**src/rtl/serial_adder_pkg.sv**
```systemverilog
// Shared types and constants for the bit-serial adder.
package serial_adder_pkg;

   typedef enum logic [1:0] {
      IDLE = 2'd0,
      ADD  = 2'd1,
      DONE = 2'd2
   } state_t;

   localparam int unsigned DEFAULT_WIDTH = 8;

endpackage

```
**src/rtl/serial_adder_full_adder.sv**
```systemverilog
// Single-bit full adder cell; the per-bit datapath of serial_adder.
module full_adder (
   input  logic a,
   input  logic b,
   input  logic cin,
   output logic s,
   output logic cout
);

   assign s    = a ^ b ^ cin;
   assign cout = (a & b) | (a & cin) | (b & cin);

endmodule

```
**src/rtl/serial_adder.sv**
```systemverilog
// LSB-first bit-serial adder: one full-adder cell, WIDTH cycles per add,
// valid/ready handshakes on both operand and result sides.
module serial_adder
   import serial_adder_pkg::*;
#(
   parameter int unsigned WIDTH = DEFAULT_WIDTH
) (
   input  logic             clk,
   input  logic             rst,
   input  logic             in_valid,
   output logic             in_ready,
   input  logic [WIDTH-1:0] a,
   input  logic [WIDTH-1:0] b,
   output logic             out_valid,
   input  logic             out_ready,
   output logic [WIDTH-1:0] sum,
   output logic             carry
);

   localparam int unsigned CW = (WIDTH > 1) ? $clog2(WIDTH) : 1;
   localparam logic [CW-1:0] LAST_BIT = CW'(WIDTH - 1);

   state_t           state_q, state_d;
   logic [WIDTH-1:0] a_sr_q, a_sr_d;
   logic [WIDTH-1:0] b_sr_q, b_sr_d;
   logic [WIDTH-1:0] sum_sr_q, sum_sr_d;
   logic             c_q, c_d;
   logic [CW-1:0]    cnt_q, cnt_d;
   logic             fa_s, fa_cout;

   full_adder u_full_adder (
      .a    (a_sr_q[0]),
      .b    (b_sr_q[0]),
      .cin  (c_q),
      .s    (fa_s),
      .cout (fa_cout)
   );

   always_comb begin
      state_d  = state_q;
      a_sr_d   = a_sr_q;
      b_sr_d   = b_sr_q;
      sum_sr_d = sum_sr_q;
      c_d      = c_q;
      cnt_d    = cnt_q;
      case (state_q)
         IDLE: begin
            if (in_valid) begin
               a_sr_d  = a;
               b_sr_d  = b;
               c_d     = 1'b0;
               cnt_d   = '0;
               state_d = ADD;
            end
         end
         ADD: begin
            c_d      = fa_cout;
            a_sr_d   = a_sr_q >> 1;
            b_sr_d   = b_sr_q >> 1;
            sum_sr_d = {fa_s, sum_sr_q[WIDTH-1:1]};
            // Clear rather than increment on the last bit so cnt never passes WIDTH-1.
            if (cnt_q == LAST_BIT) begin
               cnt_d   = '0;
               state_d = DONE;
            end else begin
               cnt_d = cnt_q + 1'b1;
            end
         end
         DONE: begin
            if (out_ready) begin
               state_d = IDLE;
            end
         end
         default: state_d = IDLE;
      endcase
   end

   always_ff @(posedge clk) begin
      if (rst) begin
         state_q  <= IDLE;
         a_sr_q   <= '0;
         b_sr_q   <= '0;
         sum_sr_q <= '0;
         c_q      <= 1'b0;
         cnt_q    <= '0;
      end else begin
         state_q  <= state_d;
         a_sr_q   <= a_sr_d;
         b_sr_q   <= b_sr_d;
         sum_sr_q <= sum_sr_d;
         c_q      <= c_d;
         cnt_q    <= cnt_d;
      end
   end

   assign in_ready  = (state_q == IDLE) && !rst;
   assign out_valid = (state_q == DONE);
   assign sum       = sum_sr_q;
   assign carry     = c_q;

endmodule

```
**config.mk**
```make
export PLATFORM = sky130hd
export DESIGN_NAME = serial_adder
export DESIGN_NICKNAME = d
export VERILOG_FILES = /design/src/rtl/serial_adder_pkg.sv /design/src/rtl/serial_adder_full_adder.sv /design/src/rtl/serial_adder.sv
export SDC_FILE = /design/constraint.sdc
export NUM_CORES = 1
export LEC_CHECK = 0
export ABC_AREA = 1
export CORE_ASPECT_RATIO = 1.5
export CORE_MARGIN = 3
export CORE_UTILIZATION = 45
export DETAILED_ROUTE_END_ITERATION = 12
export GPL_TIMING_DRIVEN = 0
export HOLD_SLACK_MARGIN = 0.03
export PLACE_DENSITY_LB_ADDON = 0.12
export SLEW_MARGIN = 20
export SYNTH_ARGS = -nofsm -noshare
export SYNTH_HDL_FRONTEND = slang
export SYNTH_SLANG_ARGS = --single-unit
```
**constraint.sdc**
```tcl
create_clock -name clk -period 1.3 [get_ports clk]
set_input_delay 0.13 -clock clk [delete_from_list [all_inputs] [get_ports clk]]
set_output_delay 0.13 -clock clk [all_outputs]
set_load 0.01 [all_outputs]
```
# After elaboration in Yosys (flattened, before gate mapping)
# Cells that the tools add are included.
# classes
addsub,1
eq_ne,6
n_mux,13
bitwise_logic,7
reduce_logical,6
# ops
op,count
$pmux W8 S2,2
$mux W8,2
$mux W2,3
$mux W3,2
$pmux W2 S3,1
$pmux W3 S2,1
$ne A2 B2 Y1 const B,2
$add A3 B1 Y3 const B,1
$and A1 B1 Y1,3
$eq A3 B3 Y1 const B,1
$reduce_and A3 Y1,1
$eq A2 B1 Y1 const B,1
$eq A2 B2 Y1 const B,1
$logic_not A2 Y1,1
$ne A2 B1 Y1 const B,1
$or A1 B1 Y1,2
$pmux W1 S2,1
$reduce_and A2 Y1,1
$reduce_bool A2 Y1,1
$xor A1 B1 Y1,2
$logic_and A1 B1 Y1,1
$logic_not A1 Y1,1
$mux W1,1
# word_totals
ff_bits,30
input_bits,20
elab_cells,39

# Logic depth before layout (Yosys ltp)
# Gate-level depths: netlist of the first run.
# depth
ltp_word,4
mapped_depth,6

# Hierarchy
# Synthesis of the first run repeated with hierarchy kept, for this count alone.
# unflattened
hier_cells,218
area_unflattened_um2,1443.9
# by_module_without_submodules
mod,n_inst,cells_per_inst,area_each_um2,seq_area_each_um2
serial_adder,1,217,1423.9,600.6
full_adder,1,1,20.0,0.0

# Worst setup path before layout of the first run
# No wires, ideal clock.
# synth_timing
path_kind,register to register
startpoint,"register c_q, in the netlist carry"
endpoint,"register sum_sr_q[7], in the netlist sum[7]"
setup_ps,113
arrival_time_ps,1114
t_required_ps,1187
setup_slack_ps,73
stages_incl_launch_ff,6
path_buffers,0
path_cell_list,dfxtp_1 -> inv_1 -> fa_1 -> nand2_1 -> nand2_1 -> nor2_1
# synth_between
elab_chain_cells,1
# synth_rtl
element,line,text
from (decl),serial_adder.sv:27,"logic c_q, c_d;"
from (signal assigned),serial_adder.sv:84,c_q <= 1'b0;
from (signal assigned),serial_adder.sv:91,c_q <= c_d;
$xor A1 B1 Y1,serial_adder_full_adder.sv:10,assign s = a ^ b ^ cin;
to (signal assigned),serial_adder.sv:90,sum_sr_q <= sum_sr_d;
to (decl),serial_adder.sv:26,"logic [WIDTH-1:0] sum_sr_q, sum_sr_d;"
# No other way between the ends.
# A chain may end at the register's enable or synchronous reset.

# Worst setup path after layout of the first run
# layout_timing
startpoint,register state_q[0]
endpoint,output port in_ready
# layout_between
elab_chain_cells,2
# layout_rtl
element,line,text
from (decl),serial_adder.sv:23,"state_t state_q, state_d;"
from (signal assigned),serial_adder.sv:87,state_q <= state_d;
$logic_not A2 Y1,serial_adder.sv:96,assign in_ready = (state_q == IDLE) && !rst;
$logic_and A1 B1 Y1,serial_adder.sv:96,
to (decl),serial_adder.sv:11,"output logic in_ready,"
# No other way between the ends.

==> metrics.cfg, run 1 <==
[die]
dieArea_um2 = 4060
pin_count = 31
die_h_um = 76.6
core_area_um2 = 3160
start_util_pct = 47.3
rows = 25
die_w_um = 53.0

[cts]
clkLatencyLatePin_ns = 0.28
cts_root_buffer = clkbuf_8
numCtsBuffers = 5
cts.sinks = 30
hold_buffers = 0
cts_htree_levels = 2
clockBufferDepth = 2
clkTransAtPathRegs_ns = 0.06
cts_tree = yes

[drt]
topRoutingLayerUsed = met4
wl_per_cell_um = 9.83
wl_um = 2970
first_pass_iters = 4
initialDrtViolationCount = 11
drc_errors = 0
routed-wl-met3_um = 149
wl_met1_um = 1310
ant_nets = 0
met2RoutedLength_um = 1460
via_per_inst = 4.45
vias = 1343

[power]
leakagePower_nw = 0.981
p_sw_share_pct = 27.3
clockPowerShare_pct = 33.9
peakVddDrop_v = 0.000946
power.switching_w = 0.000618
p_int_w = 0.00165
comb_power_share_pct = 20.7
powerDensity_nw_per_um2 = 1150
pwr-share-seq_pct = 45.4

[sta]
grt_setup_unrepaired = yes
layout_worst_path_cycle_share_pct = 99.0
max_clock_freq_mhz = 777
fin_crit_ns = 1.29
skew_ns = 0.00451
finalHoldViolations = 0
worst_hold_slack_ns = 0.179
maxSlewViolCount = 0
setup_violations = 0
maxSlewHeadroom_pct = 82.7
worst_slew_pin_slew_ns = 0.260

[setup_path]
critPathMostFrequentCell = buf_8
r2r_cells = 6
cp_slowest_cell = dfxtp_2
end_kind = output port
critical_path_arrival_ns = 1.16
reg2reg_slack_ns = 0.11
path_buf_inv = 3
reg2reg_to = b_sr_q[1]$_SDFFE_PP0P_
max_stage_delay_ns = 0.33
crit_type = register to output port
crit_path_start_kind = register
worstPathCellList = buf_8 -> buf_8 -> nor3_2 -> buf_2
cpLargestDelayFamily = buffers and inverters
path_depth = 4
crit_path_max_fanout = 9
rr_startpoint = state_q[0]$_SDFFE_PP0P_
worstPathRequired_ns = 1.17

[layout]
drive_above_1_share_pct = 17.2
fin_cells = 302
syn_to_final_growth_pct = 31.8
multiInputGateArea_um2 = 678
final_util_pct = 62.3
finish.net_count = 284
num-fill-cells = 322
most-common-layout-cells = 66 x nand2_1, 36 x inv_1, 32 x nor2_1
final_area_um2 = 1970
seq_area_um2 = 604
diodes = 0
final_common_cell = nand2_1

[grt]
track_usage_pct = 16.2
antenna_found_initial = 0
grt_pass1_wl_um = 4890
grt_pass1_vias = 1187
grt_max_degree = 11
overflow = 0

[place]
place_area_um2 = 1830
place.gp.congestion = 0.747
port_buffers = 29
dpl.cell_count = 290
place_hpwl_um = 2110

[min_path]
min_from = rst
min_to = a_sr_q[7]$_SDFFE_PP0P_
hold_path.class = input pin to register
hold_depth = 2

[run_status]
outcome = finished, final reports clean

[synth]
synth.distinct_cells = 18
ys_seq_area_share_pct = 40.2
synth_cells = 221
postSynthNetCount = 244
synth_top_area_cell = dfxtp_1
syn-cell-area_um2 = 1490
yosys-top-cells-area = dfxtp_1 40%, nand2_1 17%, inv_1 9.0%, nor2_1 8.3%, a21oi_1 5.4%
ys_ff_latch = 30
yosysWarnings = 0
synth_top_area_share_pct = 40.2
avgSynthCellArea_um2 = 6.76

[run]
maxCapViolCount = 0

-- cell usage after synthesis (all sizes together) --
cell,count
dfxtp,30
nor3,1
nand2,73
fa,1
nor2,34
o21ai,8
buf,11
inv,37
a21oi,22
nand3,2
ha,2
-- cell type report --
type                       count  share of cell area [%]
timing repair buffer          33                    15.7
inverter                      37                    7.05
tap                           40                    2.54
buffer                        11                    4.96
clock inverter                 1                   0.254
sequential                    30                    30.7
clock buffer                   7                    4.38
multi-input combinational    143                    34.4
-- routing by layer --
metal | up-vias | track usage (%)
li1 | 732 | -
met1 | 586 | 17.7
met2 | 19 | 27.1
met3 | 6 | 5.87
met4 | 0 | 6.91
met5 | - | 0
-- how the worst max path moves through the flow --
stage | from | end | slack (ns)
2_1_floorplan | carry$_SDFFE_PP0P_ | sum[7]$_SDFFE_PP0N_ | 0.07
3_3_place_gp | state_q[0]$_SDFFE_PP0P_ | in_ready | -0.24
3_5_place_dp | state_q[0]$_SDFFE_PP0P_ | in_ready | -0.25
4_1_cts | state_q[0]$_SDFFE_PP0P_ | in_ready | -0.04
5_1_grt | state_q[0]$_SDFFE_PP0P_ | in_ready | -0.03
6_report | state_q[0]$_SDFFE_PP0P_ | in_ready | 0.01
-- metrics by stage --
stage	setup TNS, ns	power [W]	setup slack [ns]
floorplan	0	0.00135	0.0732
detailed placement	-1.05	0.00151	-0.247
CTS	-0.0399	0.00229	-0.0378
global placement	-0.935	0.00151	-0.244
finish	0	0.00227	0.0134
global route	-0.0360	0.00240	-0.0284
-- power groups by stage --
stage | registers, W | logic (W) | clock network, W
after floorplan | 0.00105 | 0.000293 | 0
after global placement | 0.00105 | 0.000463 | 0
after detailed placement | 0.00105 | 0.000465 | 0
after CTS | 0.00103 | 0.000461 | 0.000801
after global routing | 0.00104 | 0.000532 | 0.000832
final | 0.00103 | 0.000469 | 0.000768
-- state kept, by name, summed over array words and instances, names as in the netlist --
register / flops
carry: 1
cnt_q: 3
a_sr_q: 8
sum: 8
state_q: 2
b_sr_q: 8
-- cell families (layout without fill, tap and decap cells) --
| kind of cell | count (synthesis) | in the layout | share of synthesized area [%] |
|---|---|---|---|
| and+or+nand+nor | 110 | 110 | 29.6 |
| buffers and inverters | 48 | 89 | 14.9 |
| AOI/OAI and AO/OA | 30 | 30 | 12.3 |
| DFF | 30 | 30 | 40.2 |
| adders and majority gates | 3 | 3 | 3.01 |
-- timing repair --
item / CTS / global route
gates cloned: 0 / 0
setup buffers: 0 / 4
setup endpoints to repair: 10 / 4
pin swaps: 0 / 0
resized for setup: 21 / 4
endpoints found under the hold margin: 0 / 0
(Power assumes the default switching activity.)
==> run 2, diff against run 1 <==
SYNTH_HIERARCHICAL = 1   (was not set)
==> run 2 against run 1 <==
Net effect:
- register-to-register slack about the same
- count of clock-buffer cells in the layout unchanged
- die area down 3.0%
- total power down 0.75%
- first-iteration DRC count up 91%
- cell area down 2.9%
- sequential power about the same
- largest cell class unchanged
- synthesized area down 3.4%
- worst hold slack worse by 0.031 ns
- critical path depth unchanged
- sequential cell count unchanged
- fmax up 2.3%
==> metrics.cfg, run 2 <==
[grt]
grt_pass1_vias = 1228
overflow = 0
antenna_found_initial = 0
track_usage_pct = 16.6
grt_max_degree = 11
grt_pass1_wl_um = 4930

[cts]
cts_root_buffer = clkbuf_8
cts_tree = yes
numCtsBuffers = 5
clockBufferDepth = 2
cts.sinks = 30
clkLatencyLatePin_ns = 0.28
clkTransAtPathRegs_ns = 0.06
cts_htree_levels = 2

[setup_path]
worstPathRequired_ns = 1.17
crit_path_max_fanout = 10
end_kind = output port
crit_path_start_kind = register
crit_type = register to output port
critical_path_arrival_ns = 1.13

[run_status]
outcome = finished, final reports clean

[place]
place.gp.congestion = 0.709
dpl.cell_count = 286
port_buffers = 29
place_hpwl_um = 2080
place_area_um2 = 1780

[layout]
num-fill-cells = 309
finish.net_count = 280
diodes = 0
fin_cells = 297
final_common_cell = nand2_1
most-common-layout-cells = 70 x nand2_1, 33 x inv_1, 32 x nor2_1
syn_to_final_growth_pct = 32.5
final_area_um2 = 1910
drive_above_1_share_pct = 11.6

[die]
dieArea_um2 = 3940
die_h_um = 75.4
start_util_pct = 48.1
rows = 24
pin_count = 31
die_w_um = 52.3
core_area_um2 = 3000

[drt]
ant_nets = 0
via_per_inst = 4.49
wl_per_cell_um = 10.1
first_pass_iters = 4
initialDrtViolationCount = 21
wl_um = 2990
vias = 1333
drc_errors = 0

[sta]
setup_violations = 0
skew_ns = 0.00676
worst_slew_pin_slew_ns = 0.442
fin_crit_ns = 1.26
finalHoldViolations = 0
maxSlewHeadroom_pct = 70.5
layout_worst_path_cycle_share_pct = 96.8
maxSlewViolCount = 0
max_clock_freq_mhz = 795

[synth]
ys_seq_area_share_pct = 41.6
synth_top_area_share_pct = 41.6
postSynthNetCount = 241
synthSimpleGateAreaFrac_pct = 29.0
synth_most_common_cell = nand2_1
synth_top_family_by_area = simple AND/OR/NAND/NOR gates
avgSynthCellArea_um2 = 6.62
synth_compound_area_share_pct = 11.5
yosys-top-cells-area = dfxtp_1 42%, nand2_1 18%, inv_1 8.8%, nor2_1 8.6%, a21oi_1 7.6%
synth_mux_area_share_pct = 0
synth_common_cells = 70 x nand2_1, 34 x inv_1, 33 x nor2_1
synth_edf_count = 0
synth-main-ff-cell = dfxtp_1
synth.distinct_cells = 18
yosysWarnings = 6
syn-cell-area_um2 = 1440
synth_top_area_cell = dfxtp_1
postSynth.asyncResetShare_pct = 0
synthAdderAreaFrac_pct = 3.12
ys_ff_latch = 30
synth-xor-area-share_pct = 0
synth_cells = 218

[run]
maxCapViolCount = 0

[min_path]
hold_path.class = input pin to register

[power]
leakagePower_nw = 0.968
powerDensity_nw_per_um2 = 1180
peakVddDrop_v = 0.000841

[run 2: changes by cell type after synthesis, sizes merged]
cell	previous run	this run
nand2	73	71
o21ai	8	9
buf	11	9
clkbuf	0	2
inv	37	35
[run 2: stage by stage]
step	hold slack (ns)	total power [W]	TNS, ns	setup slack [ns]	util, %
4_1_cts	0.143	0.00226	0	0.000293	62.6
5_1_grt	0.170	0.00237	-0.00370	-0.00370	63.7
6_report	0.149	0.00225	0	0.0420	63.7
3_3_place_gp	0.438	0.00149	-1.11	-0.239	59.4
3_5_place_dp	0.437	0.00150	-1.10	-0.213	59.4
2_1_floorplan	0.277	0.00133	0	0.184	-
[run 2: worst paths after layout]
path,start,endpoint,slack (ns),cells after the start
setup reg to reg,state_q[0]$_SDFFE_PP0P_,b_sr_q[4]$_SDFFE_PP0P_,0.10,6
hold reg to reg,a_sr_q[7]$_SDFFE_PP0P_,a_sr_q[7]$_SDFFE_PP0P_,0.46,2
setup / recovery,state_q[0]$_SDFFE_PP0P_,in_ready,0.04,4
hold / removal,rst,state_q[1]$_SDFFE_PP0P_,0.15,2
[run 2: cell type report]
cell class | instances | area [µm²] | area share [%]
Multi-Input combinational cell | 142 | 638 | 33.4
Sequential cell | 30 | 603 | 31.5
Timing Repair Buffer | 32 | 305 | 16.0
Inverter | 35 | 131 | 6.87
Buffer | 11 | 95.1 | 4.97
Clock buffer | 7 | 86.3 | 4.51
Tap cell | 39 | 48.8 | 2.55
Clock inverter | 1 | 5.00 | 0.262
[run 2: worst max-delay path, cell delays in order (launching register included)]
cell,delay [ns]
dfxtp_2,0.33
buf_8,0.14
buf_8,0.14
nor3_2,0.10
buf_2,0.15
[run 2: cell families (layout without fill, tap and decap cells)]
group                      count (synthesis)  in the layout
AOI/OAI and AO/OA                         31             31
DFF                                       30             30
adders and majority gates                  3              3
and+or+nand+nor                          108            108
buffers and inverters                     46             86
[run 2: routing by layer]
layer	share of wire (%)	up-vias	GRT usage, %
met3	3.9	2	2.94
met2	50	30	29.8
li1	-	724	-
met4	0.77	0	9.38
met5	0	-	0
met1	45	577	18.2
[run 2: what timing repair did]
| item | CTS | global route |
|---|---|---|
| hold buffers | 0 | 0 |
| gates resized for setup | 20 | 5 |
| setup endpoints to repair | 9 | 4 |
| setup buffers | 0 | 3 |
| pin swaps | 1 | 0 |
| hold endpoints to repair | 0 | 0 |
[run 2: where the power goes]
part | total [W] | internal [W] | switching (W)
Sequential | 0.00103 | 0.000997 | 0.0000343
Clock | 0.000765 | 0.000426 | 0.000339
Combinational | 0.000452 | 0.000217 | 0.000235
Total | 0.00225 | 0.00164 | 0.000608
==> run 3, diff against run 2 <==
CORE_ASPECT_RATIO = 1.4   (was 1.5)
==> run 3 against run 2 <==
Net effect:
- routed wire length fell by 0.77%
- sequential cell count did not move
- global-route usage up 1.5 points
- sequential share of layout area decreased by 0.075 points
- register-to-register slack better by 0.02 ns
- non-clock buffer count grew 3
- total power fell by 2.6%
- utilization rose by 1.3 points
- combinational power is 2% higher
- count of clock-buffer cells in the layout is 2 lower
- clock power down 8.6%
==> metrics.cfg, run 3 (synthesized netlist as in run 2, its figures left out) <==
[cts]
clkTransAtPathRegs_ns = 0.06
cts_root_buffer = clkbuf_8
cts_htree_levels = 2
numCtsBuffers = 5
clkLatencyLatePin_ns = 0.28
cts.sinks = 30
clockBufferDepth = 2
cts_tree = yes
hold_buffers = 0

[setup_path]
end_kind = output port
worstPathCellList = buf_8 -> buf_8 -> nor3_4 -> buf_2
crit_path_max_fanout = 9
cpLargestDelayFamily = buffers and inverters
critical_path_arrival_ns = 1.16
crit_type = register to output port
max_stage_delay_ns = 0.33
path_buf_inv = 3
crit_path_start_kind = register
critPathMostFrequentCell = buf_8
cp_slowest_cell = dfxtp_2
worstPathRequired_ns = 1.17
reg2reg_slack_ns = 0.12

[layout]
fin_cells = 297
drive_above_1_share_pct = 12.7
num-fill-cells = 281
syn_to_final_growth_pct = 33.4
final_common_cell = nand2_1
most-common-layout-cells = 70 x nand2_1, 33 x inv_1, 32 x nor2_1
seq_area_um2 = 606
diodes = 0
final_util_pct = 65.0
multiInputGateArea_um2 = 644
final_area_um2 = 1930
finish.net_count = 283

[sta]
setup_violations = 0
fin_crit_ns = 1.29
worst_slew_pin_slew_ns = 0.436
finalHoldViolations = 0
maxSlewHeadroom_pct = 71.0
layout_worst_path_cycle_share_pct = 99.3
skew_ns = 0.00546
max_clock_freq_mhz = 775
grt_setup_unrepaired = yes
maxSlewViolCount = 0

[grt]
track_usage_pct = 18.1
grt_pass1_vias = 1186
grt_pass1_wl_um = 5070
overflow = 0
antenna_found_initial = 0
grt_max_degree = 11

[drt]
wl_per_cell_um = 9.99
vias = 1356
wl_um = 2970
initialDrtViolationCount = 23
via_per_inst = 4.57
first_pass_iters = 4
drc_errors = 0
ant_nets = 0

[power]
comb_power_share_pct = 21.1
finalPower_w = 0.00219
clockPowerShare_pct = 31.9
pwr-share-seq_pct = 47.0
p_sw_share_pct = 27.9
power.switching_w = 0.000611
p_int_w = 0.00158
powerDensity_nw_per_um2 = 1140
leakagePower_nw = 0.968
peakVddDrop_v = 0.000854

[run]
maxCapViolCount = 0

[die]
dieArea_um2 = 3930
rows = 23
pin_count = 31
die_h_um = 73.0
core_area_um2 = 2960
start_util_pct = 48.7
die_w_um = 53.9

[place]
port_buffers = 29
place_hpwl_um = 2140
place_area_um2 = 1780
place.gp.congestion = 0.710
dpl.cell_count = 284

[run_status]
outcome = finished, final reports clean

[min_path]
hold_path.class = input pin to register

run 3: final timing paths:
kind	start	end	cells after the start
worst max-delay path	state_q[0]$_SDFFE_PP0P_	in_ready	4
worst max register to register	state_q[0]$_SDFFE_PP0P_	a_sr_q[2]$_SDFFE_PP0P_	6
worst min-delay path	rst	state_q[1]$_SDFFE_PP0P_	2
worst min register to register	a_sr_q[7]$_SDFFE_PP0P_	a_sr_q[7]$_SDFFE_PP0P_	2
run 3: what timing repair did:
action,CTS,global route
setup endpoints to repair,10,3
buffers inserted,0,6
resized for setup,22,5
run 3: per-layer routing:
| layer | vias to the layer above | wire length (µm) | GRT usage [%] |
|---|---|---|---|
| li1 | 729 | - | - |
| met2 | 24 | 1410 | 29.2 |
| met5 | - | 0 | 0 |
| met1 | 599 | 1340 | 20.4 |
| met4 | 0 | 66 | 9.38 |
| met3 | 4 | 145 | 6.13 |
run 3: cell type report:
cell class	instances	share of cell area, %
buffer	11	4.94
inverter	35	6.82
clock buffer	5	3.57
clock inverter	2	0.520
multi-input combinational	142	33.5
timing repair buffer	35	16.8
sequential	30	31.4
tap	37	2.40
run 3: through the flow:
stage          hold slack, ns  TNS (ns)  worst slack [ns]
5_1_grt                 0.177   -0.0481           -0.0481
3_3_place_gp            0.437     -1.02            -0.248
2_1_floorplan           0.277         0             0.184
6_report                0.164         0           0.00914
3_5_place_dp            0.438    -0.988            -0.219
4_1_cts                 0.140   -0.0299           -0.0299
run 3: power by group through the flow:
| stage | clock (W) | combinational [W] | sequential, W |
|---|---|---|---|
| floorplan | 0 | 0.000277 | 0.00106 |
| global placement | 0 | 0.000444 | 0.00105 |
| detailed placement | 0 | 0.000446 | 0.00105 |
| CTS | 0.000720 | 0.000441 | 0.00103 |
| global route | 0.000761 | 0.000529 | 0.00104 |
| finish | 0.000699 | 0.000461 | 0.00103 |
